## config.mk

```make
export PLATFORM = sky130hd
export DESIGN_NAME = rand_sched_flat
export DESIGN_NICKNAME = d
export VERILOG_FILES = /design/src/rtl/rand_sched_if.sv /design/src/rtl/rand_sched.sv /design/src/flat_wrapper.sv
export SDC_FILE = /design/constraint.sdc
export NUM_CORES = 1
export LEC_CHECK = 0
export ABC_AREA = 1
export CORE_MARGIN = 8
export CORE_UTILIZATION = 35
export DETAILED_ROUTE_END_ITERATION = 7
export GPL_TIMING_DRIVEN = 1
export SETUP_SLACK_MARGIN = 0.3
export SLEW_MARGIN = 20
export SYNTH_ARGS = -nofsm -noshare
export SYNTH_HDL_FRONTEND = slang
export SYNTH_SLANG_ARGS = --single-unit
```

## constraint.sdc

```tcl
create_clock -name clk -period 2.6 [get_ports clk]
set_input_delay 0.52 -clock clk [delete_from_list [all_inputs] [get_ports clk]]
set_output_delay 0.52 -clock clk [all_outputs]
set_load 0.05 [all_outputs]
```

## src/rtl/rand_sched_if.sv

```systemverilog
// Handshake bundle between requesters/generator and rand_sched.
// master = requester/generator side, slave = scheduler side.
interface rand_sched_if #(
  parameter int NUM_REQ   = 4,
  parameter int SIZE_BITS = 5
);
  logic [NUM_REQ-1:0]   req;
  logic [SIZE_BITS-1:0] rand_in;
  logic                 rise;
  logic [NUM_REQ-1:0]   grant;
  logic [SIZE_BITS-1:0] value;
  logic                 valid;
  logic                 busy;

  modport master (
    output req,
    output rand_in,
    input  rise,
    input  grant,
    input  value,
    input  valid,
    input  busy
  );

  modport slave (
    input  req,
    input  rand_in,
    output rise,
    output grant,
    output value,
    output valid,
    output busy
  );
endinterface

```

## src/rtl/rand_sched.sv

```systemverilog
// rand_sched: round-robin sharing of one random generator; rise 1 cycle and valid 3 cycles after req, no backpressure (req held until valid).
// Define RAND_SCHED_REPEAT_FILTER_EN to re-fire the generator (up to MAX_RETRY times) when it repeats the last delivered value.
module rand_sched #(
  parameter int NUM_REQ   = 4,
  parameter int SIZE_BITS = 5,
  parameter int MAX_RETRY = 3
) (
  input  logic         clk,
  input  logic         resetN,
  rand_sched_if.slave  bus
);

  localparam int IDX_W = (NUM_REQ > 1) ? $clog2(NUM_REQ) : 1;

  localparam logic [1:0] S_IDLE   = 2'd0;
  localparam logic [1:0] S_FIRE   = 2'd1;
  localparam logic [1:0] S_SETTLE = 2'd2;
  localparam logic [1:0] S_DONE   = 2'd3;

  // Pointer starts at the top index so requester 0 wins the first arbitration.
  localparam logic [IDX_W-1:0] PTR_RST = IDX_W'(NUM_REQ - 1);

  logic [1:0]           state_q, state_d;
  logic                 rise_q, rise_d;
  logic                 valid_q, valid_d;
  logic                 busy_q, busy_d;
  logic [NUM_REQ-1:0]   grant_q, grant_d;
  logic [SIZE_BITS-1:0] value_q, value_d;
  logic [IDX_W-1:0]     ptr_q, ptr_d;
  logic [IDX_W-1:0]     gnt_idx_q, gnt_idx_d;

  logic                 arb_hit;
  logic [IDX_W-1:0]     arb_idx;
  logic [IDX_W-1:0]     arb_cand;
  logic                 owner_drop;
  logic                 abort;
  logic                 refire;

  assign owner_drop = ~|(bus.req & grant_q);
  assign abort      = owner_drop && ((state_q == S_FIRE) || (state_q == S_SETTLE));

`ifdef RAND_SCHED_REPEAT_FILTER_EN
  localparam int RETRY_W = (MAX_RETRY > 0) ? $clog2(MAX_RETRY + 1) : 1;

  logic [RETRY_W-1:0] retry_q, retry_d;
  logic               last_vld_q, last_vld_d;

  assign refire = last_vld_q && (bus.rand_in == value_q) &&
                  (retry_q < RETRY_W'(MAX_RETRY));

  always_comb begin
    retry_d    = retry_q;
    last_vld_d = last_vld_q;
    if (abort) begin
      retry_d = '0;
    end else if ((state_q == S_SETTLE) && refire) begin
      retry_d = retry_q + 1'b1;
    end else if (state_q == S_DONE) begin
      retry_d    = '0;
      last_vld_d = 1'b1;
    end
  end

  always_ff @(posedge clk) begin
    if (!resetN) begin
      retry_q    <= '0;
      last_vld_q <= 1'b0;
    end else begin
      retry_q    <= retry_d;
      last_vld_q <= last_vld_d;
    end
  end
`else
  assign refire = 1'b0;
`endif

  // Round-robin search upward from the entry after the last served one.
  always_comb begin
    arb_hit  = 1'b0;
    arb_idx  = '0;
    arb_cand = '0;
    for (int i = 1; i <= NUM_REQ; i++) begin
      arb_cand = IDX_W'((int'(ptr_q) + i) % NUM_REQ);
      if (!arb_hit && bus.req[arb_cand]) begin
        arb_hit = 1'b1;
        arb_idx = arb_cand;
      end
    end
  end

  always_comb begin
    state_d   = state_q;
    rise_d    = 1'b0;
    valid_d   = 1'b0;
    grant_d   = grant_q;
    value_d   = value_q;
    ptr_d     = ptr_q;
    gnt_idx_d = gnt_idx_q;

    case (state_q)
      S_IDLE: begin
        if (arb_hit) begin
          state_d          = S_FIRE;
          rise_d           = 1'b1;
          grant_d          = '0;
          grant_d[arb_idx] = 1'b1;
          gnt_idx_d        = arb_idx;
        end
      end
      S_FIRE: begin
        if (abort) begin
          state_d = S_IDLE;
          grant_d = '0;
        end else begin
          state_d = S_SETTLE;
        end
      end
      S_SETTLE: begin
        if (abort) begin
          state_d = S_IDLE;
          grant_d = '0;
        end else if (refire) begin
          // Came from SETTLE with rise low, so the new pulse is a clean edge.
          state_d = S_FIRE;
          rise_d  = 1'b1;
        end else begin
          state_d = S_DONE;
          valid_d = 1'b1;
          value_d = bus.rand_in;
        end
      end
      S_DONE: begin
        state_d = S_IDLE;
        grant_d = '0;
        ptr_d   = gnt_idx_q;
      end
      default: begin
        state_d = S_IDLE;
        grant_d = '0;
      end
    endcase

    busy_d = (state_d != S_IDLE);
  end

  always_ff @(posedge clk) begin
    if (!resetN) begin
      state_q   <= S_IDLE;
      rise_q    <= 1'b0;
      valid_q   <= 1'b0;
      busy_q    <= 1'b0;
      grant_q   <= '0;
      value_q   <= '0;
      ptr_q     <= PTR_RST;
      gnt_idx_q <= '0;
    end else begin
      state_q   <= state_d;
      rise_q    <= rise_d;
      valid_q   <= valid_d;
      busy_q    <= busy_d;
      grant_q   <= grant_d;
      value_q   <= value_d;
      ptr_q     <= ptr_d;
      gnt_idx_q <= gnt_idx_d;
    end
  end

  assign bus.rise  = rise_q;
  assign bus.grant = grant_q;
  assign bus.value = value_q;
  assign bus.valid = valid_q;
  assign bus.busy  = busy_q;

endmodule

```

## src/flat_wrapper.sv

```systemverilog
// flat-port wrapper written by rule: the top's interface ports become plain ports
module rand_sched_flat 
#(
  parameter int NUM_REQ   = 4,
  parameter int SIZE_BITS = 5,
  parameter int MAX_RETRY = 3
)
  (clk, resetN, bus_req, bus_rand_in, bus_rise, bus_grant, bus_value, bus_valid, bus_busy);
  rand_sched_if #(.NUM_REQ(NUM_REQ), .SIZE_BITS(SIZE_BITS)) bus_i ();
  input  logic clk;
  input  logic resetN;
  input wire logic [$bits(bus_i.req)-1:0] bus_req;
  input wire logic [$bits(bus_i.rand_in)-1:0] bus_rand_in;
  output wire logic [$bits(bus_i.rise)-1:0] bus_rise;
  output wire logic [$bits(bus_i.grant)-1:0] bus_grant;
  output wire logic [$bits(bus_i.value)-1:0] bus_value;
  output wire logic [$bits(bus_i.valid)-1:0] bus_valid;
  output wire logic [$bits(bus_i.busy)-1:0] bus_busy;
  assign bus_i.req = bus_req;
  assign bus_i.rand_in = bus_rand_in;
  assign bus_rise = bus_i.rise;
  assign bus_grant = bus_i.grant;
  assign bus_value = bus_i.value;
  assign bus_valid = bus_i.valid;
  assign bus_busy = bus_i.busy;
  rand_sched #(.NUM_REQ(NUM_REQ), .SIZE_BITS(SIZE_BITS), .MAX_RETRY(MAX_RETRY)) u_core (.clk(clk), .resetN(resetN), .bus(bus_i));
endmodule
```

==> results.cfg <==
[route]
drt-initial-drc-count = 44
remaining_drc_errors = 0
routed_wl_um = 2650
wire_per_inst_um = 11.6
viasPerCell = 4.76
dr.pass1.iters = 4
drtAntennaViolNets = 0
vias = 1086

[clock_network]
clk_pin_slew_worst_paths_ns = 0.11
postCtsResizedCells = 0
cts_sinks = 18
cts_hold_buf = 0
cts_buffers = 3
cts_root_buf = clkbuf_4
postCtsSetupBuffers = 0
clockBufferDepth = 2
clock_latency_ns = 0.29
htree_levels = 1
cts_tree = built

[place]
port_buffers = 22
place.gp.congestion = 0.796
hpwl_um = 2090

[setup_path]
cp-end-kind = primary output
cp_slowest_stage_delay_ns = 0.82
r2r.worst_path.cells = 10
start_kind = register
arrival_ns = 1.50
cp_cell_sequence = clkdlybuf4s50_1
cp-startpoint = u_core.bus.grant[3]
crit_buf_inv = 1
crit_family = buffers and inverters
r2r-start = u_core.ptr_q[0]
worstSetupPathType = register to primary output
slowest_stage = clkdlybuf4s50_1
critPathMaxFanout = 3
r2r_slack_ns = 0.80
r2r-end = u_core.bus.grant[3]
required_ns = 2.08

[power_and_ir_drop]
p_sw_share_pct = 32.8
combPwrFrac_pct = 28.2
p_clk_share_pct = 26.0
total_power_w = 0.000664
p_leak_nw = 0.687
seq_power_share_pct = 45.7
internal_power_w = 0.000446
power_density_nw_per_um2 = 466
switchingPower_w = 0.000218
ir_drop_uv = 238

[grt]
grt_max_degree = 13
grt_usage_pct = 10.9
grt_overflow = 0
grt_pass1_vias = 1120
antenna_found_initial = 0
grt_pass1_wl_um = 4760

[timing]
tightestPinTransition_ns = 0.510
layout_min_cycle_time_ns = 2.02
slew_violations = 0
fin_skew_ns = 0.00603
hold_viol_final = 0
slew-limit-headroom_pct = 65.9
rsz0062_at_grt = no
min_period_over_period_pct = 77.9
fmax_ghz = 0.494
setup_viol_count_final = 0
fin_setup_tns_ns = 0

[logic_synthesis]
synth_top_cell_area_share_pct = 31.8
syn_avg_cell_area_um2 = 7.09
synth_fp_nets = 176
syn-cell-area_um2 = 1130
synth_cells = 160
yosys_most_used_dff = dfxtp_1
ys_types = 25
synth-seq-cells = 18
ys_seq_area_share_pct = 31.8
synthArstFlopShare_pct = 0
synth-edff-count = 0
synth.top_cells.by_area = dfxtp_1 (32%), nand2_1 (11%), nand2_4 (6.9%)
yosys.area.top_type = dfxtp_1
post-synth-top-count-cell = nand2_1
synth-warning-count = 0
ys_top_cells_by_count = nand2_1 (33), inv_1 (19), dfxtp_1 (18), nand3_1 (14), nor2_1 (13)

[floorplan]
dieWidth_um = 72.9
die-area_um2 = 5320
core-area_um2 = 3080
num_io_pins = 23
start_util_pct = 36.9
die_height_um = 72.9
num_rows = 20

[finish]
n_antenna_cell = 0
area_growth_pct = 25.5
layout.nets = 201
layout-drive-gt1-share_pct = 16.8

[run_status]
status = finished, final reports clean

[run]
cap_violations = 0

[worst_hold_path]
whs_path_depth = 2
hold_path_end = u_core.bus.grant[1]
min_path_type = register to register
min_from = u_core.bus.grant[1]
[metrics by stage]
step	area, um2	utilization (%)	setup slack, ns	cells	hold WS (ns)
floorplan	1130	-	1.00	160	0.433
global placement	1390	45.1	0.493	224	0.456
detailed placement	1390	45.1	0.470	224	0.459
CTS	1420	46.3	0.551	228	0.504
global route	1420	46.3	0.500	228	0.523
finish	1420	46.3	0.576	228	0.503
[worst max path at each step]
stage / endpoint / slack [ns] / depth (start not counted)
finish: bus_grant[3] / 0.58 / 1
global route: bus_grant[3] / 0.50 / 1
CTS: bus_grant[3] / 0.55 / 1
detailed placement: u_core.gnt_idx_q[1] / 0.47 / 11
global placement: u_core.gnt_idx_q[0] / 0.49 / 11
floorplan: u_core.bus.busy / 1.00 / 7
[per-layer routing]
| metal | vias to the layer above | share of wire (%) | track usage, % |
|---|---|---|---|
| met3 | 4 | 5.2 | 3.16 |
| met5 | - | 0 | 0 |
| met2 | 19 | 50 | 19.3 |
| met1 | 502 | 44 | 12.0 |
| met4 | 0 | 0.79 | 4.00 |
| li1 | 561 | - | - |
[logic make-up after synthesis]
family                   after synthesis  synth area share, %
flip-flops                            18                 31.8
AND/OR/NAND/NOR                       86                 40.6
buffers and inverters                 28                 11.1
AO/OA/AOI/OAI                         23                 11.0
adder cells (fa/ha/maj)                5                 5.51
[power groups by stage]
stage / registers [W] / logic (W) / clock network [W]
finish: 0.000304 / 0.000187 / 0.000173
global route: 0.000306 / 0.000205 / 0.000201
CTS: 0.000304 / 0.000188 / 0.000182
detailed placement: 0.000310 / 0.000187 / 0
global placement: 0.000310 / 0.000185 / 0
floorplan: 0.000339 / 0.000102 / 0
[layout make-up]
cell class	instances	area, um2
fillers	322	1650
multi-input cells	114	648
flip-flops and latches	18	360
repair buffers	23	228
inverters	25	96.3
well taps	44	55.1
clock buffers	4	36.3
[flip-flops by register name, indices dropped and copies added, names as in the netlist]
name,count
u_core.state_q,2
u_core.ptr_q,2
u_core.bus.value,5
u_core.bus.grant,4
u_core.bus.busy,1
u_core.gnt_idx_q,2
u_core.bus.valid,1
u_core.bus.rise,1
[cell usage in the layout (no fill, tap or decap), types with 7 or more instances in the layout]
| master | netlist | layout |
|---|---|---|
| nand2_2 | 8 | 8 |
| dfxtp_1 | 18 | 18 |
| clkdlybuf4s50_1 | 0 | 22 |
| nand3_1 | 14 | 14 |
| a21oi_1 | 9 | 9 |
| nand2_1 | 33 | 33 |
| o21ai_0 | 10 | 10 |
| nand2_4 | 7 | 7 |
| nor2_1 | 13 | 13 |
| inv_1 | 19 | 19 |
(Power assumes the default switching activity.)
